File: src/rtl/serial_shift_unit_if.sv
// Start/busy/done bundle between the ALU sequencer and the serial shifter.
// master = sequencer side, slave = shift unit side.
interface serial_shift_unit_if #(
  parameter int WIDTH = 32
);
  logic             start;
  logic [WIDTH-1:0] a;
  logic [WIDTH-1:0] b;
  logic [1:0]       ctrl;
  logic             busy;
  logic             done;
  logic [WIDTH-1:0] result;

  modport master (
    output start, a, b, ctrl,
    input  busy, done, result
  );

  modport slave (
    input  start, a, b, ctrl,
    output busy, done, result
  );
endinterface

File: src/rtl/serial_shift_unit.sv
// Multi-cycle shifter: STEP bits per cycle until b[SHAMT_W-1:0] is consumed.
// Define SHIFT_ROTATE_EN to make ctrl=01 rotate-left instead of SLL.
module serial_shift_unit #(
  parameter int WIDTH   = 32,
  parameter int SHAMT_W = 5,
  parameter int STEP    = 1
) (
  input  logic clk,
  input  logic rst_n,
  serial_shift_unit_if.slave bus
);

  localparam logic [1:0] IDLE = 2'd0;
  localparam logic [1:0] RUN  = 2'd1;
  localparam logic [1:0] DONE = 2'd2;

  localparam logic [SHAMT_W:0] STEP_V  = (SHAMT_W+1)'(STEP);
  localparam logic [SHAMT_W:0] WIDTH_V = (SHAMT_W+1)'(WIDTH);

  logic [1:0]       state;
  logic [WIDTH-1:0] work;
  logic [WIDTH-1:0] res;
  logic [SHAMT_W:0] rem;
  logic [1:0]       mode;

  logic [SHAMT_W:0] amt;
  logic [SHAMT_W:0] step;
  logic             last;
  logic [WIDTH-1:0] shifted;
  logic             is_sra;
  logic             is_srl;
  logic             unused_b;

  assign amt      = {1'b0, bus.b[SHAMT_W-1:0]};
  assign unused_b = ^bus.b[WIDTH-1:SHAMT_W];

  assign step = (rem < STEP_V) ? rem : STEP_V;
  assign last = (rem <= STEP_V);

  assign is_sra = (mode == 2'b10);
  assign is_srl = (mode == 2'b11);

`ifdef SHIFT_ROTATE_EN
  logic             is_rol;
  logic [SHAMT_W:0] rot_amt;

  assign is_rol  = (mode == 2'b01);
  assign rot_amt = WIDTH_V - step;

  always_comb begin
    shifted = work << step;
    unique case (1'b1)
      is_sra:  shifted = $signed(work) >>> step;
      is_srl:  shifted = work >> step;
      is_rol:  shifted = (work << step) | (work >> rot_amt);
      default: shifted = work << step;
    endcase
  end
`else
  logic unused_w;
  assign unused_w = ^WIDTH_V;

  // ctrl=01 deliberately falls into the SLL default
  always_comb begin
    shifted = work << step;
    unique case (1'b1)
      is_sra:  shifted = $signed(work) >>> step;
      is_srl:  shifted = work >> step;
      default: shifted = work << step;
    endcase
  end
`endif

  always_ff @(posedge clk) begin
    if (!rst_n) begin
      state <= IDLE;
      work  <= '0;
      res   <= '0;
      rem   <= '0;
      mode  <= 2'b00;
    end else begin
      unique case (state)
        IDLE: begin
          if (bus.start) begin
            work <= bus.a;
            mode <= bus.ctrl;
            rem  <= amt;
            if (amt == '0) begin
              res   <= bus.a;
              state <= DONE;
            end else begin
              state <= RUN;
            end
          end
        end
        RUN: begin
          work <= shifted;
          rem  <= rem - step;
          // final step lands in result on the same edge
          if (last) begin
            res   <= shifted;
            state <= DONE;
          end
        end
        DONE:    state <= IDLE;
        default: state <= IDLE;
      endcase
    end
  end

  assign bus.busy   = (state != IDLE);
  assign bus.done   = (state == DONE);
  assign bus.result = res;

endmodule
File: src/flat_wrapper.sv
// flat-port wrapper written by rule: the top's interface ports become plain ports
module serial_shift_unit_flat 
#(
  parameter int WIDTH   = 32,
  parameter int SHAMT_W = 5,
  parameter int STEP    = 1
)
  (clk, rst_n, bus_start, bus_a, bus_b, bus_ctrl, bus_busy, bus_done, bus_result);
  serial_shift_unit_if #(.WIDTH(WIDTH)) bus_i ();
  input  logic clk;
  input  logic rst_n;
  input wire logic [$bits(bus_i.start)-1:0] bus_start;
  input wire logic [$bits(bus_i.a)-1:0] bus_a;
  input wire logic [$bits(bus_i.b)-1:0] bus_b;
  input wire logic [$bits(bus_i.ctrl)-1:0] bus_ctrl;
  output wire logic [$bits(bus_i.busy)-1:0] bus_busy;
  output wire logic [$bits(bus_i.done)-1:0] bus_done;
  output wire logic [$bits(bus_i.result)-1:0] bus_result;
  assign bus_i.start = bus_start;
  assign bus_i.a = bus_a;
  assign bus_i.b = bus_b;
  assign bus_i.ctrl = bus_ctrl;
  assign bus_busy = bus_i.busy;
  assign bus_done = bus_i.done;
  assign bus_result = bus_i.result;
  serial_shift_unit #(.WIDTH(WIDTH), .SHAMT_W(SHAMT_W), .STEP(STEP)) u_core (.clk(clk), .rst_n(rst_n), .bus(bus_i));
endmodule
File: config.mk
export PLATFORM = sky130hd
export DESIGN_NAME = serial_shift_unit_flat
export DESIGN_NICKNAME = d
export VERILOG_FILES = /design/src/rtl/serial_shift_unit_if.sv /design/src/rtl/serial_shift_unit.sv /design/src/flat_wrapper.sv
export SDC_FILE = /design/constraint.sdc
export NUM_CORES = 1
export LEC_CHECK = 0
export CAP_MARGIN = 5
export CORE_MARGIN = 2
export CORE_UTILIZATION = 37
export DETAILED_ROUTE_END_ITERATION = 8
export GPL_ROUTABILITY_DRIVEN = 0
export PLACE_DENSITY = 0.62
export SYNTH_ARGS = -nofsm -noshare
export SYNTH_HDL_FRONTEND = slang
export SYNTH_SLANG_ARGS = --single-unit
File: constraint.sdc
create_clock -name clk -period 2.4 [get_ports clk]
set_input_delay 0.24 -clock clk [delete_from_list [all_inputs] [get_ports clk]]
set_output_delay 0.24 -clock clk [all_outputs]
set_load 0.1 [all_outputs]
# Yosys cells after proc, flatten, opt, wreduce, memory -nomap -nowiden
# Index checks and enable logic that the tools add are counted.
# op_classes
add_sub_neg	1
n_lt_le_gt_ge	2
n_eq_ne	7
shift	3
mux	14
reduce_logical	8
# ops
cell	n
case mux 32 bit (2 select lines)	3
two-way mux 32 bit	4
<< shifter 32 x 6 -> 32 bit	1
>> shifter 32 x 6 -> 32 bit	1
>>> shifter 32 x 6 -> 32 bit	1
two-way mux 6 bit	2
case mux 6 bit (2 select lines)	1
equality test 2 bit (second input constant)	3
<= comparator 6 x 1 -> 1 bit (second input constant)	1
zero test 6 bit	1
< comparator 6 x 1 -> 1 bit (second input constant)	1
two-way mux 2 bit	3
AND reduction 2 bit	3
subtractor 6 bit	1
inequality test 2 x 1 -> 1 bit (second input constant)	2
case mux 2 bit (2 select lines)	1
AND reduction 4 bit	1
nonzero test 2 bit	2
equality test 2 x 1 -> 1 bit (second input constant)	1
zero test 2 bit	1
inequality test 2 bit (second input constant)	1
# totals
ff_bits	74
input_bits	69
out_inout_bits	34
wordCells	40

# Logic depth before layout (Yosys ltp)
# logic_depth
word_depth	6
mapped_depth	9
depth_no_buf	8

# Least setup slack after synthesis
# Ideal clock, no wire load.
# synth_path
kind	flip-flop to output port
startpoint	register u_core.state[1]
endpoint	output port bus_done
arrival_time_ps	1988
required_ps	2160
path_slack_ps	172
stages_incl_launch_ff	3
path_buffers	1
path_cell_list	dfxtp_1 > clkbuf_1 > nor2b_1
# synth_via
elab_chain_len	1
# synth_lines
item	line_no	rtl
start: declaration	serial_shift_unit.sv:20	logic [1:0] state;
start signal: assignment	serial_shift_unit.sv:76	state <= IDLE;
start signal: assignment	serial_shift_unit.sv:90	state <= DONE;
start signal: assignment	serial_shift_unit.sv:92	state <= RUN;
equality test 2 bit	serial_shift_unit.sv:112	assign bus.done = (state == DONE);
end: declaration	flat_wrapper.sv:17	output wire logic [$bits(bus_i.done)-1:0] bus_done;
# Every way passes these cells.

# Worst setup path in the final report
# layout_path
startpoint	register u_core.rem[1]
endpoint	register u_core.rem[4]
# layout_via
elab_chain_len	4
# layout_lines
item	line_no	rtl
start: declaration	serial_shift_unit.sv:23	logic [SHAMT_W:0] rem;
start signal: assignment	serial_shift_unit.sv:87	rem <= amt;
start signal: assignment	serial_shift_unit.sv:98	rem <= rem - step;
< comparator 6 x 1 -> 1 bit	serial_shift_unit.sv:37	assign step = (rem < STEP_V) ? rem : STEP_V;
two-way mux 6 bit	serial_shift_unit.sv:37	
subtractor 6 bit (*)	serial_shift_unit.sv:98	
case mux 6 bit (2 select lines) (*)	serial_shift_unit.sv:82	unique case (state)
# Mark *: on every way between the ends. The rest lies on a longest branch, timed or not.
# A chain may end at the register's enable or synchronous reset.

==> results.sh <==
export IMPL_outcome="completed"
export IMPL_worst_path_buf_inv=0
export IMPL_num_vias=3545
export IMPL_ys_ff_latch=74
export IMPL_drive_above_1_share=0.2004
export IMPL_grt_pass1_wl_um=17140
export IMPL_antenna_found_initial=0
export IMPL_worstMarginPinSlew_ns=0.4735
export IMPL_ir_drop_v=0.0003447
export IMPL_setup_viol=0
export IMPL_cp_data_required_time_ns=2.63
export IMPL_synth_cells=442
export IMPL_clock_path_buffers=2
export IMPL_holdBufCountCts=0
export IMPL_cp_depth=8
export IMPL_post_route_period_util=0.9270
export IMPL_cp_slowest_cell="or3_1"
export IMPL_synth_most_common_cell="dfxtp_1"
export IMPL_route_detailed_drc=0
export IMPL_cpLargestDelayFamily="simple AND/OR/NAND/NOR gates"
export IMPL_holdPathStages=3
export IMPL_die_height_um=103.7
export IMPL_rows=36
export IMPL_worstPathMaxFanout=10
export IMPL_rsz0062_at_grt="no"
export IMPL_ant_nets=0
export IMPL_cts_tree="done"
export IMPL_setup_tns_final_ns=0
export IMPL_first_global_vias=3367
export IMPL_core_area_um2=9729
export IMPL_total_power_mw=4.188
export IMPL_cts_buffers=9
export IMPL_ys_seq_area_frac=0.4027
export IMPL_arrival_ns=2.45
export IMPL_netlist_cell_type_count=43
export IMPL_fmax_ghz=0.4495
export IMPL_syn_num_nets=512
export IMPL_skew_ns=0.007992
export IMPL_finalMaxSlewViolations=0
export IMPL_cts_resized=0
export IMPL_crit_chain="or3_1, nor3_1, or2_2, ha_1, nor2_1, xor2_1, a222oi_1, nor2_1"
export IMPL_portBuffers=75
export IMPL_holdCritPathClass="input pin to flop"
export IMPL_cap_violations=0
export IMPL_critPathMaxStageDelay_ns=0.57
export IMPL_yosys_area_top_type="dfxtp_1"
export IMPL_r2r_cells=8
export IMPL_synth_common_cells="dfxtp_1 (74), o21ai_0 (63), a21oi_1 (60)"
export IMPL_wirelength_um=10310
export IMPL_clkTransAtPathRegs_ns=0.08
export IMPL_post_cts_setup_buffer_count=0
export IMPL_synth_area_leaders="dfxtp_1 (40%), o21ai_0 (8.6%), a21oi_1 (8.2%)"
export IMPL_syn2layout_area_growth_pct=28.61
export IMPL_async_reset_ff_frac=0
export IMPL_powerDensity_nw_per_um2=885.2
export IMPL_htree_levels=3
export IMPL_hold_viol=0
export IMPL_die_x_um=103.7
export IMPL_syn_area_um2=3679
export IMPL_critPathLaunchType="flop"
export IMPL_synth_edff_count=0
export IMPL_clock_root_buffer="clkbuf_8"
export IMPL_crit_type="flop to flop"
export IMPL_viasPerCell=5.522
export IMPL_synth_area_per_cell_um2=8.322
export IMPL_dr_pass1_iters=4
export IMPL_antenna_cells=0
export IMPL_wl_per_cell_um=16.06
export IMPL_multi_input_area_um2=1991
export IMPL_crit_path_frequent_cell="nor2_1"
export IMPL_p_leak_nw=1.782
export IMPL_grt_max_degree=34
export IMPL_cts_sinks=74
export IMPL_slew_headroom=0.6843
export IMPL_insertion_delay_ns=0.35
export IMPL_final_fill_count=965
export IMPL_synth_ff_type="dfxtp_1"
export IMPL_nets=575
export IMPL_dp_hpwl_um=6862
export IMPL_initial_core_util=0.3781
export IMPL_design_die_area_um2=10760
export IMPL_min_period_ns=2.225
export IMPL_grt_overflow_total=0
export IMPL_final_seq_area_um2=1483
export IMPL_synth_warnings=0
export IMPL_synth_top_cell_area_share=0.4027
export IMPL_grtUsageTotal=0.1928
export IMPL_io_pins=103
export IMPL_drtIter0Drc=163
export IMPL_cp_end_kind="flop"
-- worst reg2reg max path, cell delays in order, from the launching register on --
cell and delay, ns:
dfxtp_1 0.37, or3_1 0.57, nor3_1 0.26, or2_2 0.16, ha_1 0.17, nor2_1 0.06
xor2_1 0.15, a222oi_1 0.28, nor2_1 0.07
-- layer usage --
layer,GRT usage,share of wire,vias to the layer above,wire length [µm]
met3,0.03210,0.052,21,531
met4,0.08108,0.024,0,246
met5,0,0,-,0
met2,0.2914,0.44,110,4578
li1,-,-,1753,-
met1,0.2718,0.48,1661,4951
-- state kept, by name (all words and copies together) (netlist names) --
register,cells
u_core.bus.result,32
u_core.mode,2
u_core.state,2
u_core.rem,6
u_core.work,32
-- cell type report --
class | count | area share
tap | 133 | 0.03518
inverter | 4 | 0.003174
multi-input combinational | 321 | 0.4208
timing repair buffer | 95 | 0.1767
sequential | 74 | 0.3134
clock inverter | 5 | 0.02169
clock buffer | 10 | 0.02909
-- power breakdown --
part | leakage (nW) | switching [mW] | internal (mW)
sequential | 0.609 | 0.132 | 1.37
clock | 0.118 | 0.469 | 0.712
combinational | 1.05 | 1.01 | 0.488
total | 1.78 | 1.61 | 2.57
-- cell usage in the layout, fill, tap and decap left out, types with 11 or more instances in the layout --
cell	n
mux2i_1	30
nor3_1	27
nand2_1	15
nor2_1	36
o22ai_1	11
a21oi_1	60
dfxtp_1	73
buf_4	52
o21ai_0	63
a211oi_1	12
a211oi_2	11
clkdlybuf4s50_1	40
-- per-stage QoR --
step	area [µm²]	hold WS, ns	worst slack (ns)	std cells	utilization
global route	4731	0.3824	0.02610	642	0.4862
finish	4731	0.3668	0.1752	642	0.4862
detailed placement	4491	0.4595	0.1306	627	0.4615
floorplan	3679	0.3760	0.1724	442	-
global placement	4491	0.4547	0.1318	627	0.4615
CTS	4731	0.3507	0.1801	642	0.4862
-- path summary, 6_finish.rpt --
| kind | from | endpoint | slack (ns) |
|---|---|---|---|
| max | u_core.rem[1] | u_core.rem[4] | 0.18 |
| min | rst_n | u_core.rem[5] | 0.37 |
| max reg2reg | u_core.rem[1] | u_core.rem[4] | 0.18 |
| min reg2reg | u_core.rem[5] | u_core.rem[5] | 0.48 |
-- logic make-up (layout without fill, tap and decap cells) --
logic type,after synthesis,count (layout),share of synthesized area
multiplexers,30,30,0.08163
XOR/XNOR,1,1,0.002381
AND/OR/NAND/NOR,103,103,0.1323
adder cells (fa/ha/maj),1,1,0.003401
flip-flops,74,74,0.4027
AO/OA/AOI/OAI,186,186,0.3201
buffers and inverters,47,114,0.05748
Note: power is estimated with default switching activity, not from simulation.
